[src/rtl/multicycle_ctrl.sv]
// Multicycle control FSM for the 8-bit MIPS datapath.
// Fetch/decode/exec/writeback/branch sequencing with a bounded imem wait.
module multicycle_ctrl #(
  parameter int MAX_WAIT = 15
) (
  input  logic       clock,
  input  logic       reset,
  input  logic       run,
  input  logic       imem_ready,
  input  logic [1:0] opcode,
  input  logic       Zero,
  output logic       imem_req,
  output logic       IRWrite,
  output logic       PCWrite,
  output logic       PCSrc,
  output logic       RegWrite,
  output logic       ALUSrc,
  output logic [2:0] ALUControl,
  output logic       halted,
  output logic       fault,
  output logic [2:0] state
);

  typedef enum logic [2:0] {
    S_FETCH  = 3'd0,
    S_DECODE = 3'd1,
    S_EXEC   = 3'd2,
    S_WB     = 3'd3,
    S_BRANCH = 3'd4,
    S_HALT   = 3'd5,
    S_FAULT  = 3'd6,
    S_BAD    = 3'd7
  } state_t;

  localparam logic [2:0] ALU_ADD = 3'b010;
  localparam logic [2:0] ALU_SUB = 3'b110;
  localparam logic [7:0] WLAST = 8'(MAX_WAIT - 1);

  state_t     state_q, state_d;
  logic [7:0] wait_q, wait_d;

  always_ff @(posedge clock) begin
    if (!reset) begin
      state_q <= S_FETCH;
      wait_q  <= '0;
    end else begin
      state_q <= state_d;
      wait_q  <= wait_d;
    end
  end

  always_comb begin
    state_d    = state_q;
    wait_d     = wait_q;
    imem_req   = 1'b0;
    IRWrite    = 1'b0;
    PCWrite    = 1'b0;
    PCSrc      = 1'b0;
    RegWrite   = 1'b0;
    ALUSrc     = 1'b0;
    ALUControl = 3'b000;
    halted     = 1'b0;
    fault      = 1'b0;
    unique case (state_q)
      S_FETCH: begin
        if (run) begin
          imem_req = 1'b1;
          if (imem_ready) begin
            IRWrite = 1'b1;
            PCWrite = 1'b1;
            wait_d  = '0;
            state_d = S_DECODE;
          end else if (wait_q == WLAST) begin
            state_d = S_FAULT;
          end else begin
            wait_d = wait_q + 8'd1;
          end
        end
      end
      S_DECODE: begin
        unique case (opcode)
          2'b10:   state_d = S_BRANCH;
          2'b11:   state_d = S_HALT;
          default: state_d = S_EXEC;
        endcase
      end
      S_EXEC: begin
        ALUControl = ALU_ADD;
        ALUSrc     = (opcode == 2'b01);
        state_d    = S_WB;
      end
      // ALU inputs stay steered so ALUOut remains valid as WD
      S_WB: begin
        RegWrite   = 1'b1;
        ALUControl = ALU_ADD;
        ALUSrc     = (opcode == 2'b01);
        state_d    = S_FETCH;
      end
      S_BRANCH: begin
        ALUControl = ALU_SUB;
        PCWrite    = Zero;
        PCSrc      = Zero;
        state_d    = S_FETCH;
      end
      S_HALT:  halted = 1'b1;
      S_FAULT: fault = 1'b1;
      default: state_d = S_FAULT;
    endcase
    state = state_q;
    if (!reset) begin
      state_d    = S_FETCH;
      wait_d     = '0;
      imem_req   = 1'b0;
      IRWrite    = 1'b0;
      PCWrite    = 1'b0;
      PCSrc      = 1'b0;
      RegWrite   = 1'b0;
      ALUSrc     = 1'b0;
      ALUControl = 3'b000;
      halted     = 1'b0;
      fault      = 1'b0;
      state      = 3'd0;
    end
  end

endmodule

[config.mk]
export PLATFORM = sky130hd
export DESIGN_NAME = multicycle_ctrl
export DESIGN_NICKNAME = d
export VERILOG_FILES = /design/src/rtl/multicycle_ctrl.sv
export SDC_FILE = /design/constraint.sdc
export NUM_CORES = 1
export LEC_CHECK = 0
export ABC_AREA = 1
export CAP_MARGIN = 15
export CORE_UTILIZATION = 47
export DETAILED_ROUTE_END_ITERATION = 10
export PLACE_DENSITY = 0.78
export SLEW_MARGIN = 20
export SYNTH_ARGS = -nofsm -noshare
export SYNTH_HDL_FRONTEND = slang
export SYNTH_SLANG_ARGS = --single-unit
[constraint.sdc]
create_clock -name clock -period 1.7 [get_ports clock]
set_input_delay 0.17 -clock clock [delete_from_list [all_inputs] [get_ports clock]]
set_output_delay 0.17 -clock clock [all_outputs]
set_load 0.1 [all_outputs]
Yosys cells after proc, flatten, opt, wreduce, memory -nomap -nowiden:

Index checks and enable logic that the tools add are counted.
W data, S select, Z words.

* input bits: 7
* output and inout bits: 14
* word-level logic and storage cells: 52
* register bits after elaboration: 11

* reductions and logical operators: 6
* equality and inequality tests: 13
* muxes and demuxes: 29
* bitwise logic cells: 1
* add/subtract/negate cells: 1

Operators with widths (count)
* $mux W1: 18
* $mux W8: 2
* $mux W3: 5
* $pmux W3 S5: 1
* $pmux W3 S2: 2
* $eq A3 B3 Y1 const B: 3
* $add A8 B1 Y8 const B: 1
* $eq A8 B4 Y1 const B: 1
* $eq A3 B2 Y1 const B: 2
* $reduce_and A3 Y1: 2
* $reduce_or A2 Y1: 3
* $eq A2 B2 Y1 const B: 2
* $ne A2 B2 Y1 const B: 2
* $eq A3 B1 Y1 const B: 1
* $logic_not A3 Y1: 1
* $ne A3 B3 Y1 const B: 1
* $eq A2 B1 Y1 const B: 1
* $pmux W1 S2: 1
* $not A1 Y1: 1

Depth between registers and ports, before layout:

* word-level depth: 5
* gate-level depth with buffers: 11
* gate-level depth less buffers: 11

Worst setup path before layout:

OpenSTA, ideal clock, no wires.

* path kind: reg2out
* start point: register state_q[1]
* end point: output ALUControl[1]
* required time: 1.530 ns
* stages on the path, launching flop included: 4
* path slack: -1.153 ns
* data arrival time: 2.683 ns
* path through: dfxtp_1 nor2_4 inv_1 o21ai_0

* cells in the longest elaborated chain, start to end: 4
* elaborated cells between the ends (all ways): 6
* those cells by class: eq/ne: 3; mux: 2; reduce/logical: 1

RTL lines
* start: declaration: RTL line 39 `state_t state_q, state_d;`
* start signal: assignment: RTL line 47 `state_q <= state_d;`
* $eq A3 B2 Y1: RTL line 64 `unique case (state_q)`
* $reduce_or A2 Y1 (no line)
* $pmux W3 S2 *: RTL line 64
* $mux W3 *: RTL line 110 `if (!reset) begin`
* end: declaration: RTL line 18 `output logic [2:0] ALUControl,`

Every way passes the cells marked *; elsewhere a longest branch is shown, timed or not.

Worst setup path in the final report:

* start point: register state_q[0]
* end point: output PCWrite

* cells in the longest elaborated chain, start to end: 3
* elaborated cells between the ends (all ways): 4
* those cells by class: eq/ne: 1; mux: 2; reduce/logical: 1

RTL lines
* $eq A3 B3 Y1 / $logic_not A3 Y1 (equally long branches): RTL line 64
* $pmux W1 S2 *: RTL line 64
* $mux W1 *: RTL line 110
* end: declaration: RTL line 14 `output logic PCWrite,`

Marked as above.

==> impl_summary.log <==
[metrics] fraction of layout instances using a drive strength above 1: 25.1%
[metrics] number of instances in the synthesized netlist: 141
[metrics] highest attainable clock frequency: 605 MHz
[metrics] routability congestion estimate: 0.875
[metrics] total power density per cell area: 1430 nW/um^2
[metrics] core occupancy in the finished layout: 81.9%
[metrics] Die Area: 1880 sq um
[metrics] synthesized-area fraction occupied by ao, oa, aoi and oai cells: 7.47%
[metrics] post-synthesis net count: 150
[metrics] Net count, final: 177
[metrics] max-cap violations: 0
[metrics] IR Drop Worst-Case VDD: 1150 uV
[metrics] total of endpoints with negative setup slack in the final report: 0
[metrics] final clock skew: 0.00444 ns
[metrics] share of synthesized area spent on multiplexers: 0%
[metrics] first-pass GRT wire length: 3470 microns
[metrics] CTS Buf Count: 3
[metrics] Site Rows: 14
[metrics] overall routed net length: 2180 microns
[metrics] final design area excluding fillers: 1280 sq um
[metrics] Final Hold Viols: 0
[metrics] antenna violation net count after detailed routing: 0
[metrics] CP arrival: 1.48 ns
[metrics] ports placed on the boundary: 21
[metrics] crit-path max FO: 3
[metrics] data required time of the worst path: 1.53 ns
[metrics] Mapped Avg Cell Area: 5.71 sq um
[metrics] main combinational cell family by area after synthesis: simple AND/OR/NAND/NOR gates
[metrics] CP Class: reg2out
[metrics] number of search-and-repair iterations in the first detailed-routing pass: 4
[metrics] maximum count of clock buffers along a single path: 2
[metrics] Vias: 950
[metrics] clock latency on the worst-skew pair: 0.27 ns
[metrics] Synth Area in Simple Gates: 49.0%
[metrics] Synthesis Warnings: 0
[metrics] TritonCTS clock tree: yes
[metrics] synth unique cells: 16
[metrics] floorplan die height: 43.4 microns
[metrics] Netlist Area Pre-Place: 805 sq um
[metrics] final-layout worst hold slack: 0.425 ns
[metrics] total gr overflow: 0
[metrics] Adder-Cell Fraction of Synth Area: 3.11%
[metrics] Setup crit end kind: output port
[metrics] kind of path behind the tightest hold check: in2reg
[metrics] R2R Setup Slk: 0.19 ns
[metrics] Final min period: 1.65 ns
[metrics] Fill cells: 104
[metrics] maximum number of pins on one net before global-route repair: 11
[metrics] standby leakage power: 0.558 nW
[metrics] clock transition time at the flip-flop clock pins of the worst setup and hold paths: 0.07 ns
[metrics] number of input and output port buffers inserted: 19
[metrics] post-synthesis sequential area ratio: 27.4%
[metrics] Iteration-0 DRC Markers: 34
[metrics] total placed instance area: 1210 sq um
[metrics] kind of start point of the critical path: flop
[metrics] Final period util: 97.2%
[metrics] overall routing resource usage: 24.4%
[metrics] Num Clock Sinks: 11
[metrics] number of register bits inferred by synthesis: 11
[metrics] area added between synthesis and finish: 58.8%
[metrics] setup repair after global routing missed its margin: true
[metrics] placeable core region: 1560 sq um
[metrics] HPWL after DPL: 1670 microns
[metrics] antenna diode count: 0
[metrics] number of DRC violations after detailed routing: 0
[metrics] outcome: finished, final reports clean
[metrics] Final Slew Violations: 0
[metrics] Synth Area in XOR/XNOR: 0%
[metrics] wire per inst: 11.9 microns
[metrics] vias in the first global route: 840
[metrics] initial cell density of the core: 51.6%
[metrics] root buffer cell: sky130_fd_sc_hd__clkbuf_4
[metrics] vias per inst: 5.19
[metrics] H-tree depth: 1
[metrics] antenna violations before repair: 0
[metrics] x dimension of the die: 43.4 microns
## critical path, cell delays in order (launching register included)
cell and delay [ns]:
sky130_fd_sc_hd__dfxtp_1 0.36, sky130_fd_sc_hd__nor2_4 0.16, sky130_fd_sc_hd__buf_4 0.13, sky130_fd_sc_hd__nand3_1 0.16
sky130_fd_sc_hd__a21oi_4 0.22, sky130_fd_sc_hd__buf_12 0.19
## worst paths after layout
kind	from	to	depth (start not counted)
worst max-delay path	state_q[0]$_SDFFE_PN0P_	PCWrite	5
worst min-delay path	reset	state_q[1]$_SDFFE_PN0P_	4
worst max register to register	wait_q[0]$_SDFFE_PN0P_	wait_q[7]$_SDFFE_PN0P_	9
worst min register to register	wait_q[5]$_SDFFE_PN0P_	wait_q[5]$_SDFFE_PN0P_	2
## where the power goes
part           internal, W  switching, W
Clock            0.0000910     0.0000896
Combinational     0.000425      0.000864
Sequential        0.000297     0.0000584
## Yosys cell counts (all sizes together)
cell | n | area (sq um)
buf | 1 | 7.51
inv | 24 | 90.1
nand4 | 2 | 12.5
nor2 | 29 | 124
o21ai | 4 | 20.0
nor3 | 3 | 15.0
nand3 | 13 | 65.1
clkbuf | 1 | 3.75
ha | 2 | 25.0
conb | 1 | 3.75
nand2 | 42 | 178
dfxtp | 11 | 220
a21oi | 8 | 40.0
## metrics by stage
stage | worst slack [ns] | TNS [ns] | cells | total power, W
2_1_floorplan | -0.238 | -0.491 | 141 | 0.00119
3_3_place_gp | 0.154 | 0 | 176 | 0.00154
3_5_place_dp | 0.0906 | 0 | 176 | 0.00155
4_1_cts | 0.00358 | 0 | 180 | 0.00175
5_1_grt | -0.00915 | -0.00915 | 183 | 0.00191
6_report | 0.0475 | 0 | 183 | 0.00182
## per-layer routing
metal / share of wire (%) / vias to the layer above / global-route usage (%)
met5: 0 / - / 0
met4: 0.78 / 0 / 5.63
met3: 5.6 / 4 / 6.25
met2: 46 / 33 / 38.5
met1: 47 / 431 / 33.7
li1: - / 482 / -
## cell families after synthesis
kind of cell | after synthesis
other | 1
adder cells (fa/ha/maj) | 2
flip-flops | 11
AND/OR/NAND/NOR | 89
AO/OA/AOI/OAI | 12
buffers and inverters | 26
## cells in the final DEF, fill, tap and decap left out, types with 2 or more instances in the layout
cell,Yosys,routed
sky130_fd_sc_hd__buf_4,1,5
sky130_fd_sc_hd__nand2_1,38,37
sky130_fd_sc_hd__nand2_4,2,4
sky130_fd_sc_hd__clkbuf_4,0,3
sky130_fd_sc_hd__buf_12,0,13
sky130_fd_sc_hd__nor2_1,27,21
sky130_fd_sc_hd__o21ai_0,4,3
sky130_fd_sc_hd__dfxtp_1,11,10
sky130_fd_sc_hd__inv_1,24,21
sky130_fd_sc_hd__clkdlybuf4s50_1,0,5
sky130_fd_sc_hd__a21oi_1,8,7
sky130_fd_sc_hd__nor2_2,0,4
sky130_fd_sc_hd__ha_1,2,2
sky130_fd_sc_hd__nand3_1,13,13
sky130_fd_sc_hd__nor2_4,2,4
sky130_fd_sc_hd__clkinvlp_4,0,2
sky130_fd_sc_hd__nand4_1,2,2
## flip-flops by register name, indices dropped and copies added, names as in the netlist
| register | flops |
|---|---|
| state_q | 3 |
| wait_q | 8 |
## cell type report
class	instances	area (sq um)	share of cell area [%]
clock buffers	4	26.3	2.06
well taps	16	20.0	1.57
multi-input cells	104	552	43.2
repair buffers	24	360	28.2
flip-flops and latches	11	221	17.3
inverters	24	97.6	7.64
## repair_timing
action                                  4_1_cts  5_1_grt
resized for setup                             2        4
pin swaps                                     0        2
gates cloned                                  0        0
hold buffers                                  0        0
buffers inserted                              0        3
hold endpoints to repair                      0        0
endpoints found under the setup margin        2        3
Power figures use the tool's default switching activity.
